**src/rtl/mr_csr_pkg.sv**
```systemverilog
// Shared CSR definitions: address map, FSM states, write-merge and read-only decode helpers.
// Latency: n/a (types and pure functions only).
// Backpressure: n/a.
package mr_csr_pkg;

  localparam int XLEN   = 32;
  localparam int CSRLEN = 12;

  typedef enum logic [CSRLEN-1:0] {
    CSR_MISA      = 12'h301,
    CSR_MSCRATCH  = 12'h340,
    CSR_MCYCLE    = 12'hB00,
    CSR_MINSTRET  = 12'hB02,
    CSR_MCYCLEH   = 12'hB80,
    CSR_MINSTRETH = 12'hB82,
    CSR_CYCLE     = 12'hC00,
    CSR_TIME      = 12'hC01,
    CSR_INSTRET   = 12'hC02,
    CSR_CYCLEH    = 12'hC80,
    CSR_TIMEH     = 12'hC81,
    CSR_INSTRETH  = 12'hC82,
    CSR_MVENDORID = 12'hF11,
    CSR_MARCHID   = 12'hF12,
    CSR_MIMPID    = 12'hF13,
    CSR_MHARTID   = 12'hF14
  } e_csr_addr;

  typedef enum logic {
    ST_IDLE = 1'b0,
    ST_RESP = 1'b1
  } e_state;

  // Addresses with the top two bits set are read-only in the CSR address space.
  function automatic logic csr_is_ro(input logic [CSRLEN-1:0] addr);
    return addr[CSRLEN-1:CSRLEN-2] == 2'b11;
  endfunction

  // Per-bit masked write: masked bits take new data, others keep the old value.
  function automatic logic [XLEN-1:0] wmerge(input logic [XLEN-1:0] old_val,
                                             input logic [XLEN-1:0] data,
                                             input logic [XLEN-1:0] mask);
    return (old_val & ~mask) | (data & mask);
  endfunction

endpackage

```
**src/rtl/mr_csr_counter64.sv**
```systemverilog
// 64-bit free-running counter with masked write to either 32-bit half.
// Latency: increment/write visible on cnt the cycle after the edge that applies it.
// Backpressure: none; a write that cycle replaces the increment (no carry into the written half).
module mr_csr_counter64
  import mr_csr_pkg::*;
(
  input  logic            clk,
  input  logic            rst,
  input  logic [2:0]      inc,
  input  logic            we,
  input  logic            we_hi,
  input  logic [XLEN-1:0] wdata,
  input  logic [XLEN-1:0] wmask,
  output logic [63:0]     cnt
);

  logic [63:0] cnt_d, cnt_q;

  // Next value: write to the selected half wins over increment; 64-bit add wraps silently.
  always_comb begin
    cnt_d = cnt_q + 64'(inc);
    if (we) begin
      if (we_hi) begin
        cnt_d = {wmerge(cnt_q[63:32], wdata, wmask), cnt_q[31:0]};
      end else begin
        cnt_d = {cnt_q[63:32], wmerge(cnt_q[31:0], wdata, wmask)};
      end
    end
  end

  // Counter register, cleared by reset.
  always_ff @(posedge clk) begin
    if (rst) begin
      cnt_q <= '0;
    end else begin
      cnt_q <= cnt_d;
    end
  end

  assign cnt = cnt_q;

endmodule

```
**src/rtl/mr_csr.sv**
```systemverilog
// Machine CSR file responder beside decode: legality/fence decode, one RMW per request.
// Latency: return pulse exactly 1 cycle after accept, carrying the pre-write value.
// Backpressure: ready drops while a return is pending; next accept two cycles after the last.
module mr_csr
  import mr_csr_pkg::*;
#(
  parameter logic [XLEN-1:0] HART_ID  = '0,
  parameter logic [XLEN-1:0] MISA_VAL = 32'h40000100,
  parameter logic [XLEN-1:0] MIMPID   = '0
) (
  input  logic              clk,
  input  logic              rst,
  input  logic              csr_valid,
  input  logic              csr_r,
  input  logic              csr_w,
  input  logic [CSRLEN-1:0] csr_addr,
  input  logic [XLEN-1:0]   csr_data,
  input  logic [XLEN-1:0]   csr_wmask,
  output logic              csr_ready,
  output logic              csr_legal,
  output logic              csr_fence,
  output logic              csr_ret_valid,
  output logic [XLEN-1:0]   csr_ret_data,
  input  logic [2:0]        insts_ret
);

  e_state          state_d, state_q;
  logic [XLEN-1:0] ret_data_d, ret_data_q;
  logic [XLEN-1:0] mscratch_d, mscratch_q;
  logic [63:0]     mcycle, minstret;
  logic [XLEN-1:0] rdata;
  logic            impl;
  logic            accept, wr;

  // Address decode and read mux over the current (pre-write) CSR values.
  always_comb begin
    impl  = 1'b1;
    rdata = '0;
    case (csr_addr)
      CSR_MSCRATCH:                        rdata = mscratch_q;
      CSR_MISA:                            rdata = MISA_VAL;
      CSR_MCYCLE, CSR_CYCLE, CSR_TIME:     rdata = mcycle[31:0];
      CSR_MCYCLEH, CSR_CYCLEH, CSR_TIMEH:  rdata = mcycle[63:32];
      CSR_MINSTRET, CSR_INSTRET:           rdata = minstret[31:0];
      CSR_MINSTRETH, CSR_INSTRETH:         rdata = minstret[63:32];
      CSR_MVENDORID, CSR_MARCHID:          rdata = '0;
      CSR_MIMPID:                          rdata = MIMPID;
      CSR_MHARTID:                         rdata = HART_ID;
      default:                             impl  = 1'b0;
    endcase
  end

  assign csr_legal = impl & ~(csr_w & csr_is_ro(csr_addr));
  assign csr_fence = 1'b0;
  assign csr_ready = ~rst & (state_q == ST_IDLE);
  assign accept    = csr_valid & csr_ready & csr_legal;
  assign wr        = accept & csr_w;

  // Accept/response FSM, return capture and mscratch write.
  always_comb begin
    state_d    = state_q;
    ret_data_d = ret_data_q;
    mscratch_d = mscratch_q;
    case (state_q)
      ST_IDLE: begin
        if (accept) begin
          state_d    = ST_RESP;
          ret_data_d = csr_r ? rdata : '0;
        end
      end
      ST_RESP: state_d = ST_IDLE;
      default: state_d = ST_IDLE;
    endcase
    if (wr && (csr_addr == CSR_MSCRATCH)) begin
      mscratch_d = wmerge(mscratch_q, csr_data, csr_wmask);
    end
  end

  // State, return and mscratch registers; reset drops any in-flight return.
  always_ff @(posedge clk) begin
    if (rst) begin
      state_q    <= ST_IDLE;
      ret_data_q <= '0;
      mscratch_q <= '0;
    end else begin
      state_q    <= state_d;
      ret_data_q <= ret_data_d;
      mscratch_q <= mscratch_d;
    end
  end

  assign csr_ret_valid = ~rst & (state_q == ST_RESP);
  assign csr_ret_data  = csr_ret_valid ? ret_data_q : '0;

  mr_csr_counter64 u_mcycle (
    .clk   (clk),
    .rst   (rst),
    .inc   (3'd1),
    .we    (wr & ((csr_addr == CSR_MCYCLE) | (csr_addr == CSR_MCYCLEH))),
    .we_hi (csr_addr == CSR_MCYCLEH),
    .wdata (csr_data),
    .wmask (csr_wmask),
    .cnt   (mcycle)
  );

  mr_csr_counter64 u_minstret (
    .clk   (clk),
    .rst   (rst),
    .inc   (insts_ret),
    .we    (wr & ((csr_addr == CSR_MINSTRET) | (csr_addr == CSR_MINSTRETH))),
    .we_hi (csr_addr == CSR_MINSTRETH),
    .wdata (csr_data),
    .wmask (csr_wmask),
    .cnt   (minstret)
  );

endmodule
```
**config.mk**
```make
export PLATFORM = sky130hd
export DESIGN_NAME = mr_csr
export DESIGN_NICKNAME = d
export VERILOG_FILES = /design/src/rtl/mr_csr_pkg.sv /design/src/rtl/mr_csr_counter64.sv /design/src/rtl/mr_csr.sv
export SDC_FILE = /design/constraint.sdc
export NUM_CORES = 1
export LEC_CHECK = 0
export CORE_MARGIN = 4
export CORE_UTILIZATION = 35
export DETAILED_ROUTE_END_ITERATION = 8
export PLACE_DENSITY = 0.51
export SETUP_SLACK_MARGIN = 0.2
export SLEW_MARGIN = 20
export SYNTH_ARGS = -nofsm -noshare
export SYNTH_HDL_FRONTEND = slang
export SYNTH_SLANG_ARGS = --single-unit
```
**constraint.sdc**
```tcl
create_clock -name clk -period 3.05 [get_ports clk]
set_clock_uncertainty 0.15 [all_clocks]
set_input_delay 0.61 -clock clk [delete_from_list [all_inputs] [get_ports clk]]
set_output_delay 0.61 -clock clk [all_outputs]
set_load 0.01 [all_outputs]
```
# Yosys cells after proc, flatten, opt, wreduce, memory -nomap -nowiden
# Index checks and enable logic that the tools add are counted.
# classes
addsub	2
n_eq_ne	21
n_mux	10
bitwise	26
reduce_logical	7
# ops
operator	n
$mux W64	4
$and A32 B32 Y32	6
$pmux W32 S6	1
$eq A12 B12 Y1 const B	14
$or A32 B32 Y32	5
$add A64 B1 Y64 const B	1
$add A64 B3 Y64	1
$mux W32	2
$not A32 Y32	1
$eq A12 B10 Y1 const B	2
$reduce_or A16 Y1	1
$and A1 B1 Y1	9
$ne A2 B2 Y1 const B	4
$reduce_or A3 Y1	2
$reduce_or A2 Y1	2
$not A1 Y1	3
$eq A2 B2 Y1 const B	1
$mux W1	2
$or A1 B1 Y1	2
$pmux W1 S2	1
$reduce_and A2 Y1	1
$logic_and A1 B1 Y1	1
# word_totals
regBits	193
inputBits	84
output_inout_bits	36
wordCells	73

# Longest topological paths before layout
# Gate-level depths: netlist of run 1.
# logic_depth
word_depth	8
depth_mapped	10
mapped_depth_nobuf	8

# Hierarchy
# From an unflattened synthesis of run 1, not the netlist that was laid out.
# hier_totals
cells_unflattened	1667
hier_area_um2	13053.8
# modules_own_cells
module	instances	cells_per_inst	area_each_um2	seq_area_each_um2
mr_csr_counter64	2	591	4434.3	1281.2
mr_csr	1	485	4185.3	1301.2

# Least setup slack after synthesis of run 1
# Ideal clock, no wire load.
# synth_path
kind	input to register
from	in insts_ret[0]
to	reg u_minstret.cnt_q[40] (netlist: u_minstret.cnt[40])
setup_time_ps	115
arrival_ps	2975
t_required_ps	2785
path_slack_ps	-189
path_stages	8
n_path_buf	0
path_cell_list	ha_1 fa_1 a21oi_1 nor4_1 nand3_1 or4_1 and3_1 o21a_1
# synth_via
elab_chain_len	2
# synth_lines
element	line_no	text
start, declared	mr_csr.sv:24	input logic [2:0] insts_ret
$add A64 B3 Y64	mr_csr_counter64.sv:21	cnt_d = cnt_q + 64'(inc);
$mux W64	mr_csr_counter64.sv:22	if (we) begin
end signal, assigned	mr_csr_counter64.sv:36	cnt_q <= cnt_d;
end, declared	mr_csr_counter64.sv:17	logic [63:0] cnt_d, cnt_q;
# Every way passes these cells.
# A chain may end at the register's enable or synchronous reset.

# Final worst setup path of run 1
# layout_path
from	reg u_minstret.cnt_q[32] (netlist: u_minstret.cnt[32])
to	reg u_minstret.cnt_q[55] (netlist: u_minstret.cnt[55])
# layout_via
elab_chain_len	2
# layout_lines
element	line_no
$add A64 B3 Y64	mr_csr_counter64.sv:21
$mux W64	mr_csr_counter64.sv:22
# Every way passes these cells.

==> results.py, run 1 <==
metrics = {
    "run_status": {
        "status": "finished, final reports clean",
    },
    "die": {
        "rows": 69,
        "ios": 120,
        "initial_core_util_pct": 35.8,
        "die_y_um": 199,
        "core-area_sq_mm": 0.0358,
        "die_area_sq_mm": 0.0397,
        "die_w_um": 199,
    },
    "final_layout": {
        "layout_commonest_cell": "buf_4",
        "synthToLayoutAreaGrowth_pct": 33.4,
        "layout_common_cells": "buf_4 (219), nand2_1 (201), dfxtp_1 (188)",
        "fin_nets": 2116,
        "fin_area_sq_mm": 0.0171,
        "drive_gt1_share_pct": 18.5,
    },
    "detailed_routing": {
        "ant_nets": 0,
        "wire_per_inst_um": 26.1,
        "routed_wl_um": 65400,
        "drc": 0,
        "routed_via_density": 6.25,
        "drt_iter0_markers": 1778,
        "firstDrtPassIters": 6,
        "vias": 15600,
    },
    "clocking": {
        "hold_buffers": 0,
        "max-clock-path-buffers": 2,
        "cts_root_buf": "clkbuf_16",
        "htree_num_levels": 4,
        "numCtsBuffers": 17,
        "clock_latency_ns": 0.47,
        "cts.sinks": 193,
        "cts_tree": "done",
        "clk_pin_slew_ns": 0.08,
    },
    "timing": {
        "period_share_pct": 94.5,
        "drv_slew": 0,
        "fmax_mhz": 347,
        "finalHoldViolCount": 0,
        "worst_pin_slew_ns": 0.750,
        "slew_headroom_pct": 49.8,
        "finalSetupViolCount": 0,
        "setup_tns_ns": 0,
        "min_period_ns": 2.88,
        "grt_setup_unrepaired": "yes",
    },
    "grt": {
        "gr-total-overflow": 0,
        "grt_max_degree": 110,
        "track_usage_pct": 32.0,
        "antenna_found_initial": 0,
        "grt_pass1_vias": 14700,
        "grt_pass1_wl_um": 95100,
    },
    "critical_path": {
        "critPathCaptureType": "register",
        "cp_data_required_time_ns": 3.29,
        "cp-start-kind": "register",
        "worst_ep_arrival_time_ns": 3.12,
        "critPathKind": "reg -> reg",
        "timing.rr.start": "u_minstret.cnt[32]",
        "crit_fanout": 4,
        "setup.worst_path.start": "u_minstret.cnt[32]",
    },
    "power_and_ir_drop": {
        "p_per_area_mw_per_mm2": 320,
        "vdd_ir_drop_max_mv": 0.435,
        "leakage_nw": 5.90,
    },
    "run": {
        "max_cap_viol_count": 0,
    },
    "yosys": {
        "synth_edf_count": 0,
        "ys_warn_count": 0,
        "syn_inst": 1775,
        "synth-async-reset-ratio_pct": 0,
        "synth_ff_type": "dfxtp_1",
        "syn_area_sq_mm": 0.0128,
        "synthDistinctLibCells": 75,
        "synth_nets": 1864,
        "ys_seq_area_share_pct": 30.1,
        "avgSynthCellArea_sq_um": 7.22,
        "synth_seq_cells": 193,
    },
    "placed_design": {
        "place_area_sq_mm": 0.0162,
        "portBuffers": 118,
        "dpl.hpwl_um": 49600,
        "gp_congestion": 1.01,
    },
    "min_path": {
        "hp-start": "ret_data_q[2]",
        "hold_class": "reg -> reg",
    },
}
==> layer usage <==
metal / vias to the layer above / GRT usage, % / routed length (um)
met1: 7547 / 42.7 / 27200
met4: 0 / 17.4 / 4010
met3: 168 / 4.86 / 5300
met2: 839 / 50.0 / 28900
met5: - / 0 / 0
li1: 7077 / - / -
==> kinds of logic (layout without fill, tap and decap cells) <==
group                    count (synthesis)  count (layout)  synth area share (%)
multiplexers                            44              44                  3.68
other                                    1               2                0.0293
XOR/XNOR                                61              61                  4.17
buffers and inverters                  169             434                  5.06
AO/OA/AOI/OAI                          558             558                  27.0
AND/OR/NAND/NOR                        744             744                  29.4
flip-flops                             193             193                  30.1
adder cells (fa/ha/maj)                  5               5                 0.547
==> where the power goes <==
part	total [mW]	internal (mW)	switching, mW
clock network	2.23	1.12	1.11
logic	0.686	0.273	0.413
registers	2.56	2.53	0.0295
total	5.48	3.92	1.55
==> final cells by class <==
class,count,area (sq um)
fillers,3611,18700
multi-input cells,1413,8640
flip-flops and latches,193,3870
repair buffers,364,3310
well taps,461,577
clock buffers,22,474
inverters,38,143
clock inverters,10,73.8
diodes,1,2.50
==> through the flow <==
step           power (mW)  util [%]  cells  hold WS, ns  worst slack (ns)
2_1_floorplan        2.84         -   1775        0.268             0.153
3_3_place_gp         3.26      45.2   2455        0.277            -0.651
3_5_place_dp         3.26      45.2   2455        0.281            -0.686
4_1_cts              5.49      47.4   2495        0.300             0.146
5_1_grt              5.62      47.7   2501        0.316             0.114
6_report             5.48      47.7   2502        0.296             0.169
==> synthesized netlist by cell type, drive strengths merged, types with 25 or more instances <==
cell    count  share of area, %
nand2     204               6.0
dfxtp     193                30
a21oi     152               5.9
o21ai     146               5.7
nand3     133               5.2
clkbuf    121               3.6
nor2      105               3.1
a22oi      63               3.7
nor3       62               2.4
and2       58               2.8
nand4      46               2.3
xnor2      42               2.9
inv        38               1.1
a21o       36               2.1
a31oi      36               1.8
nor4       33               1.6
mux2       25               2.2
==> path summary, 6_finish.rpt <==
kind / depth (start not counted) / to / slack [ns]
hold reg to reg: 1 / ret_data_q[2] / 0.30
setup / recovery: 6 / u_minstret.cnt[55] / 0.17
hold / removal: 1 / ret_data_q[2] / 0.30
setup reg to reg: 6 / u_minstret.cnt[55] / 0.17
==> repair_timing <==
| item | CTS | global route |
|---|---|---|
| endpoints found under the hold margin | 0 | 0 |
| setup endpoints to repair | 37 | 49 |
| pin swaps | 13 | 12 |
| gates resized for setup | 52 | 30 |
| setup buffers | 8 | 6 |
==> critical path: stages (launching register included) <==
cell	delay, ns
dfxtp_2	0.35
nand4_4	0.15
or4_4	0.59
or4_4	0.62
or4_1	0.64
o2bb2ai_1	0.17
a31oi_1	0.13
(Power assumes the default switching activity.)
==> run 2, diff against run 1 <==
--- a/config.mk
+++ b/config.mk
@@ -8,7 +8,8 @@
 export CORE_MARGIN = 4
 export CORE_UTILIZATION = 35
 export DETAILED_ROUTE_END_ITERATION = 8
-export PLACE_DENSITY = 0.51
+export GPL_ROUTABILITY_DRIVEN = 1
+export PLACE_DENSITY = 0.55
 export SETUP_SLACK_MARGIN = 0.2
 export SLEW_MARGIN = 20
 export SYNTH_ARGS = -nofsm -noshare
==> results.py, run 2 (synthesis gave the netlist of run 1 again) <==
metrics = {
    "die": {
        "initial_core_util_pct": 35.8,
        "core-area_sq_mm": 0.0358,
        "die_area_sq_mm": 0.0397,
        "die_w_um": 199,
        "die_y_um": 199,
        "rows": 69,
        "ios": 120,
    },
    "critical_path": {
        "r2r_cells": 7,
        "cp_data_required_time_ns": 2.29,
        "critPathKind": "in -> out",
        "critPathCaptureType": "primary output",
        "cp-start-kind": "input pin",
        "worst_ep_arrival_time_ns": 2.13,
        "crit_fanout": 5,
    },
    "min_path": {
        "hold_depth": 1,
        "hold_class": "reg -> reg",
    },
    "detailed_routing": {
        "routed_via_density": 6.29,
        "ant_nets": 0,
        "drt_iter0_markers": 2081,
        "wl_met1_um": 28200,
        "top_layer_used": "met4",
        "vias": 16000,
        "drc": 0,
        "wire_per_inst_um": 26.2,
        "firstDrtPassIters": 6,
        "dr_wl_met3_um": 5560,
        "met2WireLength_um": 29500,
        "routed_wl_um": 66600,
    },
    "clocking": {
        "cts_root_buf": "clkbuf_16",
        "cts.sinks": 193,
        "max-clock-path-buffers": 2,
        "clk_pin_slew_ns": 0.07,
        "numCtsBuffers": 17,
        "clock_latency_ns": 0.47,
        "cts_tree": "done",
        "htree_num_levels": 4,
    },
    "final_layout": {
        "layout_common_cells": "buf_4 (252), nand2_1 (201), dfxtp_1 (191)",
        "fin_util_pct": 48.7,
        "fin_cells": 2540,
        "fin_area_sq_mm": 0.0175,
        "layout_commonest_cell": "buf_4",
        "fillCellCount": 3617,
        "synthToLayoutAreaGrowth_pct": 36.2,
        "drive_gt1_share_pct": 19.9,
        "fin_nets": 2154,
    },
    "timing": {
        "worst_pin_slew_ns": 0.876,
        "whs_ns": 0.293,
        "grt_setup_unrepaired": "yes",
        "finalHoldViolCount": 0,
        "finalSetupViolCount": 0,
        "period_share_pct": 94.9,
        "fmax_mhz": 346,
        "slew_headroom_pct": 41.6,
        "min_period_ns": 2.89,
        "drv_slew": 0,
    },
    "placed_design": {
        "place_inst": 2486,
        "place_area_sq_mm": 0.0164,
        "gp_congestion": 1.01,
        "portBuffers": 118,
        "dpl.hpwl_um": 50100,
    },
    "run": {
        "max_cap_viol_count": 0,
    },
    "grt": {
        "track_usage_pct": 32.2,
        "gr-total-overflow": 0,
        "grt_pass1_wl_um": 96000,
        "antenna_found_initial": 1,
        "grt_pass1_vias": 14700,
        "grt_max_degree": 62,
    },
    "power_and_ir_drop": {
        "vdd_ir_drop_max_mv": 0.426,
        "leakage_nw": 6.11,
        "p_per_area_mw_per_mm2": 317,
    },
    "run_status": {
        "status": "finished, final reports clean",
    },
}
==> run 2: changes by cell type in the layout (fill, tap and decap cells not counted), sizes merged <==
cell / delta
clkinv: -1
clkinvlp: +2
clkdlybuf4s50: +1
buf: +35
inv: +1
==> run 2: metrics by stage <==
stage | TNS [ns] | total power, mW | setup WS, ns
finish | 0 | 5.54 | 0.157
global route | 0 | 5.65 | 0.103
CTS | 0 | 5.52 | 0.152
detailed placement | -40.56 | 3.27 | -0.759
global placement | -42.40 | 3.28 | -0.797
floorplan | 0 | 2.84 | 0.153
==> run 2: cell type report <==
class                   instances  area [sq um]  share of cell area (%)
inverters                      38           143                   0.817
well taps                     461           577                    3.30
multi-input cells            1413          8660                    49.6
clock buffers                  20           447                    2.56
clock inverters                12           101                   0.580
flip-flops and latches        193          3870                    22.2
repair buffers                402          3660                    21.0
diodes                          1          2.50                  0.0143
==> run 2: critical path: stages <==
cell             delay [ns]
clkdlybuf4s50_1        0.43
buf_4                  0.16
or3_4                  0.40
nor2_2                 0.15
nor4_2                 0.06
a31oi_1                0.16
buf_2                  0.16
==> run 2: power breakdown <==
group	internal (mW)	switching [mW]	total, mW	leakage, nW
sequential	2.53	0.0207	2.55	1.56
clock	1.09	1.18	2.27	0.261
combinational	0.281	0.432	0.713	4.29
total	3.90	1.64	5.54	6.11
==> run 2: repair_timing <==
item                       CTS  global route
hold buffers                 0             0
cloned                       0             4
setup buffers                5            12
gates resized for setup     46            40
setup endpoints to repair   82            78
pin swaps                   12            16
==> run 2: metal layers <==
| layer | global-route usage [%] | vias up |
|---|---|---|
| met5 | 0 | - |
| met4 | 13.6 | 0 |
| met3 | 4.13 | 141 |
| met2 | 51.0 | 939 |
| met1 | 44.4 | 7735 |
| li1 | - | 7155 |
==> run 2: worst paths after layout <==
check                                      start               end  slack (ns)
worst max-delay path                 csr_addr[5]         csr_legal        0.16
worst min-delay path              ret_data_q[10]    ret_data_q[10]        0.29
worst max register to register  u_mcycle.cnt[16]  u_mcycle.cnt[60]        0.27
worst min register to register    ret_data_q[10]    ret_data_q[10]        0.29
